**src/rtl/load_store_unit_pkg.sv**
```systemverilog
// Shared encodings for the load/store unit: access sizes and FSM states.
package load_store_unit_pkg;

  localparam logic [1:0] SizeByte = 2'b00;
  localparam logic [1:0] SizeHalf = 2'b01;
  localparam logic [1:0] SizeWord = 2'b10;

  typedef enum logic [2:0] {
    StIdle,
    StRd,
    StMergeWr,
    StWr,
    StDone
  } lsu_state_e;

  // Reserved size or an address not aligned to the access size.
  function automatic logic req_is_err(logic [1:0] size, logic [1:0] offset);
    return (size == 2'b11) ||
           ((size == SizeHalf) && offset[0]) ||
           ((size == SizeWord) && (offset != 2'b00));
  endfunction

endpackage

```
**src/rtl/lsu_lane_align.sv**
```systemverilog
// Big-endian lane extraction for loads and lane merge for sub-word stores.
module lsu_lane_align
  import load_store_unit_pkg::*;
(
  input  logic [31:0] word,
  input  logic [1:0]  offset,
  input  logic [1:0]  size,
  input  logic        sign_ext,
  input  logic [31:0] store_data,
  output logic [31:0] load_val,
  output logic [31:0] merged_word
);

  logic [4:0]  byte_sh;
  logic [4:0]  half_sh;
  logic [7:0]  byte_v;
  logic [15:0] half_v;

  // Offset 0 is the most significant lane.
  assign byte_sh = {~offset, 3'b000};
  assign half_sh = {~offset[1], 4'b0000};
  assign byte_v  = 8'(word >> byte_sh);
  assign half_v  = 16'(word >> half_sh);

  always_comb begin
    load_val    = word;
    merged_word = store_data;
    case (size)
      SizeByte: begin
        load_val    = {{24{sign_ext & byte_v[7]}}, byte_v};
        merged_word = (word & ~(32'h0000_00ff << byte_sh)) |
                      ({24'h0, store_data[7:0]} << byte_sh);
      end
      SizeHalf: begin
        load_val    = {{16{sign_ext & half_v[15]}}, half_v};
        merged_word = (word & ~(32'h0000_ffff << half_sh)) |
                      ({16'h0, store_data[15:0]} << half_sh);
      end
      default: begin
        load_val    = word;
        merged_word = store_data;
      end
    endcase
  end

endmodule

```
**src/rtl/load_store_unit.sv**
```systemverilog
// MEM-stage initiator: turns CPU load/store requests into word-aligned memory accesses.
module load_store_unit
  import load_store_unit_pkg::*;
#(
  parameter int unsigned ADDR_W = 32
) (
  input  logic              clk,
  input  logic              rst_n,
  input  logic              req,
  input  logic              we,
  input  logic [1:0]        size,
  input  logic              sign_ext,
  input  logic [ADDR_W-1:0] addr,
  input  logic [31:0]       wdata,
  output logic              ready,
  output logic              done,
  output logic              err,
  output logic [31:0]       rdata,
  output logic [ADDR_W-1:0] mem_address,
  output logic [31:0]       mem_write_data,
  output logic              mem_read,
  output logic              mem_write,
  input  logic [31:0]       mem_read_data
);

  lsu_state_e        state_q;
  logic              we_q;
  logic [1:0]        size_q;
  logic              sign_ext_q;
  logic [1:0]        offset_q;
  logic              err_q;
  logic [31:0]       rdata_q;
  logic [ADDR_W-1:0] mem_address_q;
  logic [31:0]       mem_wdata_q;
  logic [31:0]       load_val;
  logic [31:0]       merged_word;

  // mem_wdata_q doubles as the latched store data until the merge overwrites it.
  lsu_lane_align u_lane_align (
    .word        (mem_read_data),
    .offset      (offset_q),
    .size        (size_q),
    .sign_ext    (sign_ext_q),
    .store_data  (mem_wdata_q),
    .load_val    (load_val),
    .merged_word (merged_word)
  );

  always_ff @(posedge clk) begin
    if (!rst_n) begin
      state_q       <= StIdle;
      we_q          <= 1'b0;
      size_q        <= 2'b00;
      sign_ext_q    <= 1'b0;
      offset_q      <= 2'b00;
      err_q         <= 1'b0;
      rdata_q       <= 32'h0;
      mem_address_q <= '0;
      mem_wdata_q   <= 32'h0;
    end else begin
      unique case (state_q)
        StIdle: begin
          if (req) begin
            we_q          <= we;
            size_q        <= size;
            sign_ext_q    <= sign_ext;
            offset_q      <= addr[1:0];
            mem_address_q <= {addr[ADDR_W-1:2], 2'b00};
            mem_wdata_q   <= wdata;
            err_q         <= req_is_err(size, addr[1:0]);
            if (req_is_err(size, addr[1:0])) begin
              state_q <= StDone;
            end else if (we && (size == SizeWord)) begin
              state_q <= StWr;
            end else begin
              state_q <= StRd;
            end
          end
        end
        StRd: begin
          if (we_q) begin
            mem_wdata_q <= merged_word;
            state_q     <= StMergeWr;
          end else begin
            rdata_q <= load_val;
            state_q <= StDone;
          end
        end
        StMergeWr, StWr: state_q <= StDone;
        StDone:          state_q <= StIdle;
        default:         state_q <= StIdle;
      endcase
    end
  end

  assign ready          = (state_q == StIdle);
  assign done           = (state_q == StDone);
  assign mem_read       = (state_q == StRd);
  assign mem_write      = (state_q == StWr) || (state_q == StMergeWr);
  assign err            = err_q;
  assign rdata          = rdata_q;
  assign mem_address    = mem_address_q;
  assign mem_write_data = mem_wdata_q;

endmodule

```
**config.mk**
```make
export PLATFORM = sky130hd
export DESIGN_NAME = load_store_unit
export DESIGN_NICKNAME = d
export VERILOG_FILES = /design/src/rtl/load_store_unit_pkg.sv /design/src/rtl/lsu_lane_align.sv /design/src/rtl/load_store_unit.sv
export SDC_FILE = /design/constraint.sdc
export NUM_CORES = 1
export LEC_CHECK = 0
export ABC_AREA = 1
export ABC_CLOCK_PERIOD_IN_PS = 5150
export CAP_MARGIN = 20
export CORE_MARGIN = 2
export CORE_UTILIZATION = 40
export CTS_CLUSTER_DIAMETER = 200
export DETAILED_ROUTE_END_ITERATION = 10
export PLACE_DENSITY = 0.82
export SYNTH_ARGS = -nofsm -noshare
export SYNTH_HDL_FRONTEND = slang
export SYNTH_HIERARCHICAL = 1
export SYNTH_SLANG_ARGS = --single-unit
```
**constraint.sdc**
```tcl
create_clock -name clk -period 5.15 [get_ports clk]
set_clock_uncertainty 0.2 [all_clocks]
set_input_delay 1.03 -clock clk [delete_from_list [all_inputs] [get_ports clk]]
set_output_delay 1.03 -clock clk [all_outputs]
set_load 0.005 [all_outputs]
```
==> metrics.md <==
| Metric | Value |
|---|---|
| Layout area overhead | `35.8%` |
| Met3 track demand over resource | `0.0865` |
| CTS Buf Count | `9` |
| FP Rows | `46` |
| GR peak layer | `met2` |
| Placer Congestion | `around 0.98` |
| Critical path peak fanout | `66` |
| Post CTS Setup Buffer Count | `0` |
| Hold EP | `mem_address[18]` |
| Pin count of the biggest net entering global routing | `67` |
| Clk_lat worst skew | `between 300 and 400 ps` |
| Register area share after synthesis | `0.326` |
| Critical-path cell list | `inv_2 > nand3_2 > buf_4 > inv_1 > clkdlybuf4s50_1` |
| Period utilization | `0.681` |
| Max clock buf depth | `2` |
| Share of layout cells above drive strength 1 | `0.0624` |
| CTS Hold Bufs | `0` |
| CORE AREA | `~16000 um2` |
| Final HPWL DP | `16.1 mm` |
| Clock transition at path regs | `about 80 ps` |
| Top cell type's share of synthesized area | `0.326` |
| Nets | `1299` |
| Final hold vios | `0` |
| Drt first-iter violations | `slightly above 900` |
| Routed Antenna Nets | `0` |
| Die ar. | `around 17000 um2` |
| Via density | `roughly 5.4` |
| DR DRC count | `0` |
| Syn avg cell area | `between 6 and 7 um2` |
| R2R setup slack | `around 2500 ps` |
| Final setup viols | `0` |
| Synth area leaders | `dfxtp_1, nand2_1, nand3_1` |
| CP peak stage delay | `510 ps` |
| TNS Setup | `0 ps` |
| TritonCTS Sinks | `104` |
| Ys Warns | `6` |
| First-pass GRT wire length | `between 30 and 40 mm` |
| CP bufs+invs | `4` |
| CTS root buf | `clkbuf_16` |
| Vias in the first global route | `6899` |
| Gr usage total | `0.267` |
| Slew headroom | `0.434` |
| Cells after Synth | `about 1100` |
| Hold slack | `266 ps` |
| Worst Path Required | `roughly 3900 ps` |
| Hold Crit Start | `mem_address[18]` |
| Number of diodes | `0` |
| Fill cells | `around 1600` |
| Max-cap check violation count | `0` |
| Max Fclk | `0.285 GHz` |
| Final Max Slew Viols | `0` |
| Cell Area, Synth | `6380 um2` |
| Crit path max-delay family | `buffers and inverters` |
| Io pins | `slightly above 200` |
| Min Tclk post-route | `between 3000 and 4000 ps` |
| Vias post-DR | `7599` |
| Grt ovf | `0` |
| Outcome | `completed` |
| Worst Hold Class | `reg -> reg` |
| Iteration count of the initial detailed-routing pass | `6` |
| Cell taking the most area after synthesis | `dfxtp_1` |
| Pwr/cell area | `around 260 nW/um2` |
| Arrival time worst endpoint | `about 2300 ps` |
| Yosys cell types | `29` |
| Die Height | `~130 um` |
| Chip width | `roughly 130 um` |
| Yosys reg bits | `104` |
| H-tree lvl count | `3` |
| WL per Instance | `16.4 um` |
| Worst vdd ir | `223 uV` |
| Worst r2r dst | `rdata[12]` |
| CTS tree | `yes` |
| Startpoint types | `flip-flop` |
| Initial core utilization | `0.406` |
| # port buffers | `201` |
| Reg2reg path depth | `10` |
| FF-to-FF Start | `size_q[1]` |
| Slew of the pin with the lowest slew margin | `roughly 850 ps` |
| RSZ-0062 raised after global routing | `no` |
| Number of gates resized after CTS | `0` |
| CP max-delay cell | `clkdlybuf4s50_1` |
| Final WL | `approximately 23 mm` |
| Met1 Use GR | `0.336` |
| Crit Path Class | `reg -> out` |
| Leak | `approximately 0.0038 uW` |
| Hold Path Depth | `2` |
| Global Route met2 Usage | `0.419` |
| Crit. End Element | `output port` |
| Antenna violations before repair | `1` |
cell families (layout without fill, tap and decap cells):
family,Yosys count,in the layout,synth area share
other,1,2,0.000587
AND/OR/NAND/NOR,649,649,0.449
AO/OA/AOI/OAI,153,153,0.125
buffers and inverters,143,293,0.0994
flip-flops,104,104,0.326
where the power goes:
part | leakage, uW | switching, uW | total, uW | internal, uW
clock | 0.000132 | 347 | 685 | 338
combinational | 0.00284 | 342 | 634 | 292
sequential | 0.000855 | 61.4 | 926 | 864
total | 0.00383 | 750 | 2240 | 1490
worst min-delay path, stage by stage, from the launching register on:
cell and delay [ps]:
dfxtp_1 310, nand2_1 60, a21oi_1 50
through the flow:
| stage | util | setup slack, ps | cells | total power, uW | cell area (um2) |
|---|---|---|---|---|---|
| finish | 0.552 | 1640 | 1417 | 2240 | 8670 |
| global route | 0.552 | 1530 | 1417 | 2350 | 8670 |
| CTS | 0.549 | 1640 | 1415 | 2240 | 8630 |
| detailed placement | 0.531 | 1690 | 1399 | 1560 | 8340 |
| global placement | 0.531 | 1750 | 1399 | 1550 | 8340 |
| floorplan | - | 3000 | 1051 | 1270 | 6390 |
worst max path at each step:
stage                    start               to  slack [ps]  depth (start not counted)
floorplan           state_q[2]         mem_read        3000                          5
global placement           req  mem_address[10]        1750                          5
detailed placement         req   mem_address[3]        1690                          5
CTS                 state_q[1]         mem_read        1640                          5
global route        state_q[1]         mem_read        1530                          5
finish              state_q[1]         mem_read        1640                          5
layout by cell type, fill, tap and decap left out, types with 23 or more instances in the layout:
master,n
nor2_1,129
inv_1,55
dfxtp_1,102
clkdlybuf4s50_1,200
nand3_2,23
nand3_1,112
a21oi_1,57
o21ai_0,76
nand2_1,321
nor3_1,33
sequential cells by signal, summed over array words and instances, names as in the netlist:
register / flops
rdata: 32
sign_ext_q: 1
mem_address: 30
size_q: 2
err: 1
offset_q: 2
state_q: 3
we_q: 1
mem_write_data: 32
per-layer routing:
layer,wire [um],vias to the layer above
met1,9150,3379
met4,983,0
met2,10100,462
met3,2980,72
met5,0,-
li1,-,3686
cell usage after synthesis, drive strengths merged:
cell type	n
nand4	16
inv	66
nand3	135
a22oi	1
dfxtp	104
conb	1
a21oi	57
nor2	133
o22ai	5
nor3	33
nand2	328
clkbuf	32
o21ai	80
o211ai	7
or2	4
buf	45
o21a	3
layout make-up:
type / count / area (um2) / area share
clock inverters: 7 / 62.6 / 0.00722
inverters: 66 / 248 / 0.0286
flip-flops and latches: 104 / 2080 / 0.240
repair buffers: 211 / 2110 / 0.243
well taps: 216 / 270 / 0.0312
clock buffers: 9 / 225 / 0.0260
multi-input cells: 804 / 3670 / 0.423
(Power assumes the default switching activity.)
